--- src/rtl/arb_rr_pkt_stream_if.sv ---
// Stream bundle shared by N packet requesters, the round-robin arbiter and the sink.
// Defining ARB_WEIGHT_EN adds the per-requester 4-bit weight inputs.
interface arb_rr_pkt_stream_if #(
    parameter int N  = 4,
    parameter int DW = 16
);
    localparam int IW = (N > 1) ? $clog2(N) : 1;

    logic [N-1:0]  i_valid;
    logic [N-1:0]  i_last;
    logic [DW-1:0] i_data [N];
    logic [N-1:0]  o_ready;
    logic          o_valid;
    logic          o_last;
    logic [DW-1:0] o_data;
    logic [IW-1:0] o_id;
    logic          i_ready;
`ifdef ARB_WEIGHT_EN
    logic [3:0]    i_weight [N];

    modport master (
        output i_valid, i_last, i_data, i_ready, i_weight,
        input  o_ready, o_valid, o_last, o_data, o_id
    );

    modport slave (
        input  i_valid, i_last, i_data, i_ready, i_weight,
        output o_ready, o_valid, o_last, o_data, o_id
    );
`else
    modport master (
        output i_valid, i_last, i_data, i_ready,
        input  o_ready, o_valid, o_last, o_data, o_id
    );

    modport slave (
        input  i_valid, i_last, i_data, i_ready,
        output o_ready, o_valid, o_last, o_data, o_id
    );
`endif
endinterface

--- src/rtl/arb_rr_pkt_stream.sv ---
// Packet-level round-robin arbiter: one requester owns the merged stream from first beat to last.
// Optional ARB_WEIGHT_EN lets a winner keep the grant for up to i_weight back-to-back packets.
module arb_rr_pkt_stream #(
    parameter int N  = 4,
    parameter int DW = 16
) (
    input  logic               i_clk,
    input  logic               i_reset_n,
    arb_rr_pkt_stream_if.slave bus
);
    localparam int IW = (N > 1) ? $clog2(N) : 1;
    localparam int CW = IW + 1;

    typedef enum logic [0:0] {
        ST_IDLE  = 1'b0,
        ST_GRANT = 1'b1
    } state_t;

    state_t        state_q;
    state_t        state_d;
    logic [IW-1:0] gnt_q;
    logic [IW-1:0] gnt_d;
    logic [IW-1:0] ptr_q;
    logic [IW-1:0] ptr_d;
    logic [IW-1:0] idle_pick_s;
    logic [IW-1:0] rot_pick_s;
    logic          gnt_valid_s;
    logic          gnt_last_s;
    logic          eop_s;
    logic          keep_s;
`ifdef ARB_WEIGHT_EN
    logic [3:0]    credit_q;
    logic [3:0]    credit_d;
`endif

    // First requester with valid set, searching ptr+1, ptr+2, ... ptr with wrap at N.
    function automatic logic [IW-1:0] rr_pick(input logic [N-1:0] req, input logic [IW-1:0] ptr);
        logic [CW-1:0] idx;
        logic [IW-1:0] win;
        win = {IW{1'b0}};
        for (int k = N; k >= 1; k--) begin
            idx = CW'(ptr) + CW'(k);
            if (idx >= CW'(N)) begin
                idx = idx - CW'(N);
            end else begin
                idx = idx;
            end
            if (req[idx[IW-1:0]]) begin
                win = idx[IW-1:0];
            end else begin
                win = win;
            end
        end
        return win;
    endfunction

`ifdef ARB_WEIGHT_EN
    // A weight of zero still grants one packet.
    function automatic logic [3:0] credit_load(input logic [3:0] w);
        return (w == 4'd0) ? 4'd1 : w;
    endfunction
`endif

    assign gnt_valid_s = bus.i_valid[gnt_q];
    assign gnt_last_s  = bus.i_last[gnt_q];
    assign eop_s       = (state_q == ST_GRANT) && gnt_valid_s && gnt_last_s && bus.i_ready;
    assign idle_pick_s = rr_pick(bus.i_valid, ptr_q);
    assign rot_pick_s  = rr_pick(bus.i_valid, gnt_q);
`ifdef ARB_WEIGHT_EN
    assign keep_s      = (credit_q > 4'd1) && gnt_valid_s;
`else
    assign keep_s      = 1'b0;
`endif

    // Next grant, pointer and state; rotation re-arbitrates in the end-of-packet cycle.
    always_comb begin
        state_d = state_q;
        gnt_d   = gnt_q;
        ptr_d   = ptr_q;
`ifdef ARB_WEIGHT_EN
        credit_d = credit_q;
`endif
        case (state_q)
            ST_IDLE: begin
                if (|bus.i_valid) begin
                    state_d = ST_GRANT;
                    gnt_d   = idle_pick_s;
`ifdef ARB_WEIGHT_EN
                    credit_d = credit_load(bus.i_weight[idle_pick_s]);
`endif
                end else begin
                    state_d = ST_IDLE;
                end
            end
            ST_GRANT: begin
                if (eop_s && keep_s) begin
                    gnt_d = gnt_q;
`ifdef ARB_WEIGHT_EN
                    credit_d = credit_q - 4'd1;
`endif
                end else if (eop_s) begin
                    ptr_d = gnt_q;
                    if (|bus.i_valid) begin
                        state_d = ST_GRANT;
                        gnt_d   = rot_pick_s;
`ifdef ARB_WEIGHT_EN
                        credit_d = credit_load(bus.i_weight[rot_pick_s]);
`endif
                    end else begin
                        state_d = ST_IDLE;
                    end
                end else begin
                    state_d = ST_GRANT;
                end
            end
            default: begin
                state_d = ST_IDLE;
                gnt_d   = {IW{1'b0}};
            end
        endcase
    end

    // Arbiter state; reset drops the grant at once, aborting any packet in flight.
    always_ff @(posedge i_clk or negedge i_reset_n) begin
        if (!i_reset_n) begin
            state_q <= ST_IDLE;
            gnt_q   <= {IW{1'b0}};
            ptr_q   <= IW'(N - 1);
`ifdef ARB_WEIGHT_EN
            credit_q <= 4'd0;
`endif
        end else begin
            state_q <= state_d;
            gnt_q   <= gnt_d;
            ptr_q   <= ptr_d;
`ifdef ARB_WEIGHT_EN
            credit_q <= credit_d;
`endif
        end
    end

    // Merged stream: a pass-through of the granted requester, all zero without a grant.
    always_comb begin
        bus.o_valid = 1'b0;
        bus.o_last  = 1'b0;
        bus.o_data  = {DW{1'b0}};
        bus.o_id    = {IW{1'b0}};
        bus.o_ready = {N{1'b0}};
        if (state_q == ST_GRANT) begin
            bus.o_valid        = gnt_valid_s;
            bus.o_last         = gnt_last_s;
            bus.o_data         = bus.i_data[gnt_q];
            bus.o_id           = gnt_q;
            bus.o_ready[gnt_q] = bus.i_ready;
        end else begin
            bus.o_valid = 1'b0;
            bus.o_ready = {N{1'b0}};
        end
    end
endmodule

--- src/flat_wrapper.sv ---
// flat-port wrapper written by rule: the top's interface ports become plain ports
module arb_rr_pkt_stream_flat 
#(
    parameter int N  = 4,
    parameter int DW = 16
)
  (i_clk, i_reset_n, bus_i_valid, bus_i_last, bus_i_data, bus_i_ready, bus_o_ready, bus_o_valid, bus_o_last, bus_o_data, bus_o_id);
  arb_rr_pkt_stream_if #(.N(N), .DW(DW)) bus_i ();
  input  logic i_clk;
  input  logic i_reset_n;
  input wire logic [$bits(bus_i.i_valid)-1:0] bus_i_valid;
  input wire logic [$bits(bus_i.i_last)-1:0] bus_i_last;
  input wire logic [$bits(bus_i.i_data)-1:0] bus_i_data;
  input wire logic [$bits(bus_i.i_ready)-1:0] bus_i_ready;
  output wire logic [$bits(bus_i.o_ready)-1:0] bus_o_ready;
  output wire logic [$bits(bus_i.o_valid)-1:0] bus_o_valid;
  output wire logic [$bits(bus_i.o_last)-1:0] bus_o_last;
  output wire logic [$bits(bus_i.o_data)-1:0] bus_o_data;
  output wire logic [$bits(bus_i.o_id)-1:0] bus_o_id;
  assign bus_i.i_valid = bus_i_valid;
  assign bus_i.i_last = bus_i_last;
  assign bus_i.i_data = {>>{bus_i_data}};
  assign bus_i.i_ready = bus_i_ready;
  assign bus_o_ready = bus_i.o_ready;
  assign bus_o_valid = bus_i.o_valid;
  assign bus_o_last = bus_i.o_last;
  assign bus_o_data = bus_i.o_data;
  assign bus_o_id = bus_i.o_id;
  arb_rr_pkt_stream #(.N(N), .DW(DW)) u_core (.i_clk(i_clk), .i_reset_n(i_reset_n), .bus(bus_i));
endmodule
--- config.mk ---
export PLATFORM = sky130hd
export DESIGN_NAME = arb_rr_pkt_stream_flat
export DESIGN_NICKNAME = d
export VERILOG_FILES = /design/src/rtl/arb_rr_pkt_stream_if.sv /design/src/rtl/arb_rr_pkt_stream.sv /design/src/flat_wrapper.sv
export SDC_FILE = /design/constraint.sdc
export NUM_CORES = 1
export LEC_CHECK = 0
export ABC_AREA = 1
export CORE_ASPECT_RATIO = 1.1
export CORE_MARGIN = 2
export CORE_UTILIZATION = 38
export CTS_BUF_LIST = sky130_fd_sc_hd__clkbuf_4
export CTS_CLUSTER_SIZE = 25
export DETAILED_ROUTE_END_ITERATION = 6
export PLACE_DENSITY_LB_ADDON = 0.05
export RECOVER_POWER = 100
export SYNTH_ARGS = -nofsm -noshare
export SYNTH_HDL_FRONTEND = slang
export SYNTH_SLANG_ARGS = --single-unit
--- constraint.sdc ---
create_clock -name i_clk -period 3.25 [get_ports i_clk]
set_input_delay 0.65 -clock i_clk [delete_from_list [all_inputs] [get_ports i_clk]]
set_output_delay 0.65 -clock i_clk [all_outputs]
set_load 0.005 [all_outputs]
Word level (Yosys, flattened, before mapping)

Cells that the tools add are included.
W data, S select, Z words.

Register bits after elaboration: 5
Bits of input ports: 75
Output and inout port bits: 24
Logic and storage cells: 104

Add/sub/neg operators: 16
$lt $le $gt $ge: 19
Equal/unequal tests: 3
Muxes and demuxes: 53
Bitwise logic cells: 3
Reductions and logical operators: 7

Operators by type and width:

| kind                  | count |
|---|---|
| $mux W16              | 3 |
| $mux W2               | 20 |
| $bmux W16 S2          | 1 |
| $ge A3 B3 Y1 const B  | 9 |
| $lt A2 B3 Y1 const B  | 9 |
| $bmux W1 S2           | 10 |
| $sub A2 B1 Y2 const B | 8 |
| $mux W1               | 15 |
| $add A2 B2 Y3 const B | 4 |
| $add A2 B1 Y3 const B | 2 |
| $add A2 B3 Y3 const B | 2 |
| $and A4 B4 Y4         | 1 |
| $logic_and A1 B1 Y1   | 4 |
| $mux W4               | 1 |
| $ne A2 B2 Y1 const B  | 2 |
| $pmux W2 S2           | 1 |
| $reduce_or A4 Y1      | 1 |
| $not A2 Y3            | 1 |
| $reduce_and A3 Y1     | 1 |
| $demux W1 S2          | 1 |
| $ge A2 B1 Y1 const B  | 1 |
| $ne A2 B1 Y1 const B  | 1 |
| $pmux W1 S2           | 1 |
| $reduce_and A2 Y1     | 1 |
| $not A1 Y1            | 1 |

Longest topological paths before layout

Word-level depth: 12
Depth in mapped cells: 13
Gate-level depth less buffers: 13

Worst setup path after synthesis

No wires, ideal clock.

Path kind: register -> output
Start point: register u_core.gnt_q[0]
End point: output port bus_o_ready[0]
Arrival: 1.293 ns
Required time: 2.600 ns
Setup slack: 1.307 ns
Stages on the path, launching flop included: 7
Path buffers: 2
Path through: dfrtp_1 buf_4 inv_2 clkbuf_1 ha_1 inv_1 nor2_1

Word-level cells in the longest chain between the ends: 6
Elaborated cells on any way between the ends: 7
Classes of those cells: 2 x order compare; 3 x mux; 1 x bitwise; 1 x reduce/logical

RTL lines:

| what                                                                      | line                     | text |
|---|---|---|
| start, declared                                                           | arb_rr_pkt_stream.sv:21  | `logic [IW-1:0] gnt_q;` |
| start signal, assigned                                                    | arb_rr_pkt_stream.sv:127 | `gnt_q <= {IW{1'b0}};` |
| start signal, assigned                                                    | arb_rr_pkt_stream.sv:134 | `gnt_q <= gnt_d;` |
| $lt A2 B3 Y1 (implied by the code) / $ge A2 B1 Y1 (equally long branches) | arb_rr_pkt_stream.sv:154 | `bus.o_ready[gnt_q] = bus.i_ready;` |
| $logic_and A1 B1 Y1 (implied by the code)                                 | arb_rr_pkt_stream.sv:154 |  |
| $mux W1 (implied by the code)                                             | arb_rr_pkt_stream.sv:154 |  |
| $demux W1 S2 *                                                            | --                       |  |
| $and A4 B4 Y4 (no line) *                                                 | --                       |  |
| $mux W4 *                                                                 | arb_rr_pkt_stream.sv:149 | `if (state_q == ST_GRANT) begin` |
| end, declared                                                             | flat_wrapper.sv:15       | `output wire logic [$bits(bus_i.o_ready)-1:0] bus_o_ready;` |

Every way passes the cells marked *; elsewhere a longest branch is shown, timed or not.

Worst setup path in the final report

Start point: register u_core.gnt_q[1]
End point: output port bus_o_data[14]

Word-level cells in the longest chain between the ends: 5

RTL lines:

| what                                        | line                     | text |
|---|---|---|
| $not A2 Y3 (implied by the code)            | arb_rr_pkt_stream.sv:152 | `bus.o_data = bus.i_data[gnt_q];` |
| $bmux W16 S2                                | arb_rr_pkt_stream.sv:152 |  |
| $mux W16 (implied by the code) (2 in a row) | arb_rr_pkt_stream.sv:152 |  |
| $mux W16                                    | arb_rr_pkt_stream.sv:149 |  |
| end, declared                               | flat_wrapper.sv:18       | `output wire logic [$bits(bus_i.o_data)-1:0] bus_o_data;` |

Every way passes these cells. The select of a mux whose other input is x is not followed.

==> metrics.yaml <==
maxSlewViolCount: 0
drc: 0
synth_ff_type: "dfrtp_1"
fin_skew_ns: 0.00210
crit_fanout: 13
n_antenna_cell: 0
status: "finished clean"
io_buffers: 98
syn-num-nets: 330
synth.largest_area_cell: "nand2_1"
grt_max_degree: 38
die_x_um: 59.6
wl_per_cell_um: 11.9
start_kind: "flip-flop"
clkTransAtPathRegs_ns: 0.04
place_congestion: 0.842
yosysTopAreaCellShare: 0.186
syn_inst: 251
hold_buffers: 0
min-delay-start: "u_core.ptr_q[1]"
clk_path_buf_depth: 2
synth_edf_count: 0
hold_class: "reg -> reg"
drt_iter0_drc: 60
most-common-layout-cells: "clkdlybuf4s50_1 (75), nand2_1 (64), nor2_1 (61)"
ys_warn_count: 0
hpwlAfterDp_um: 3590
synth.top_cells.by_area: "nand2_1 (19%), nor2_1 (18%), o21ai_0 (10%)"
ys_types: 27
start_util: 0.392
max_freq_mhz: 332
pwr_density_cell_nw_per_um2: 700
startpoint: "u_core.gnt_q[1]"
arrival_ns: 2.36
drv_cap: 0
synth_area_um2: 1290
grt_usage: 0.226
vias: 1835
ctsResizeCount: 0
htree_levels: 1
viasPerCell: 4.85
clkLatencyLatePin_ns: 0.24
gr-total-overflow: 0
maxSlewHeadroom: 0.570
setup_viol: 0
hold_viol_final: 0
grt_pass1_vias: 1677
cts_tree: "done"
die-area_um2: 3890
ys_seq_elements: 5
ios: 99
yosysSeqAreaShare: 0.0986
placementRows: 22
core_area_um2: 3300
areaGrowthSynthToFinish_pct: 77.5
drt_pass1_iterations: 4
nNetsFinal: 422
final_common_cell: "clkdlybuf4s50_1"
required_ns: 2.60
rsz0062_at_grt: "false"
fin_util: 0.695
timing.setup.tns_ns: 0
numCtsBuffers: 3
fin_crit_sh: 0.926
postCtsSetupBuffers: 0
tightestPinTransition_ns: 0.644
critPathKind: "reg -> out"
clkSinkCount: 5
total_power_w: 0.00161
cts_root_buffer: "clkbuf_4"
antenna_found_initial: 0
synth.avg_cell_area_um2: 5.15
ant_nets: 0
post-route-min-period_ns: 3.01
r2r-start: "u_core.gnt_q[0]"
die_h_um: 65.2
wl_um: 4480
cp-end-kind: "primary output"
drive_above_1_share: 0.0760
leakagePower_nw: 1.02
grt_pass1_wl_um: 7070
max-vdd-ir-drop_v: 0.000284
synth-async-reset-ratio: 1.00
-- power breakdown --
group	total (W)	leakage, nW	internal, W	switching, W
Combinational	0.00137	0.949	0.000651	0.000718
Clock	0.0000783	0.0184	0.0000546	0.0000236
Sequential	0.000160	0.0548	0.0000943	0.0000654
-- kinds of logic (layout without fill, tap and decap cells) --
kind of cell,Yosys count,after routing,synth area share
buf+inv,33,124,0.121
flops,5,5,0.0986
simple gates,146,146,0.483
compound gates,63,63,0.259
fa+ha+maj,4,4,0.0387
-- layout make-up --
cell class	count	area, um2
Tap cell	36	45.0
Sequential cell	5	128
Inverter	20	78.8
Fill cell	316	1010
Multi-Input combinational cell	213	1010
Timing Repair Buffer	100	1000
Clock buffer	4	30.0
-- synth_stat cells (4+ instances only) --
master and count:
nand2_1 64, nor2_1 61, o21ai_0 27, inv_1 14, o21ai_1 14, a21oi_1 12
nand3_1 9, o22ai_1 7, clkbuf_1 5, ha_1 4, inv_2 4
-- per-stage QoR --
step / worst slack (ns) / cells / instance area (um2) / hold WS [ns]
finish: 0.239 / 378 / 2300 / 0.522
global route: 0.0583 / 378 / 2300 / 0.549
CTS: 0.325 / 378 / 2300 / 0.524
detailed placement: 0.443 / 374 / 2270 / 0.518
global placement: 0.463 / 374 / 2270 / 0.511
floorplan: 1.31 / 251 / 1290 / 0.354
-- sequential cells by signal (all words and copies together) (netlist names) --
| signal | cells |
|---|---|
| u_core.state_q | 1 |
| u_core.gnt_q | 2 |
| u_core.ptr_q | 2 |
-- critical path, stage by stage, from the launching register on --
cell	delay, ns
dfrtp_1	0.43
clkbuf_1	0.53
nand2_2	0.11
clkinv_2	0.14
o21ai_0	0.11
o22ai_1	0.19
dlygate4sd3_1	0.61
-- final timing paths --
kind / end / slack, ns / cells past startpoint
max reg2reg: u_core.gnt_q[0] / 1.01 / 9
min in group asynchronous: u_core.gnt_q[0] / 0.69 / 1
min reg2reg: u_core.ptr_q[1] / 0.52 / 2
max in group asynchronous: u_core.ptr_q[0] / 2.32 / 1
min: u_core.ptr_q[1] / 0.52 / 2
max: bus_o_data[14] / 0.24 / 6
-- metal layers --
metal	wire length [um]	GRT usage	up-vias
met1	1830	0.259	785
met4	36	0.0389	0
met5	0	0	-
met2	2230	0.404	57
li1	-	-	989
met3	379	0.0787	4
Note: power is estimated with default switching activity, not from simulation.
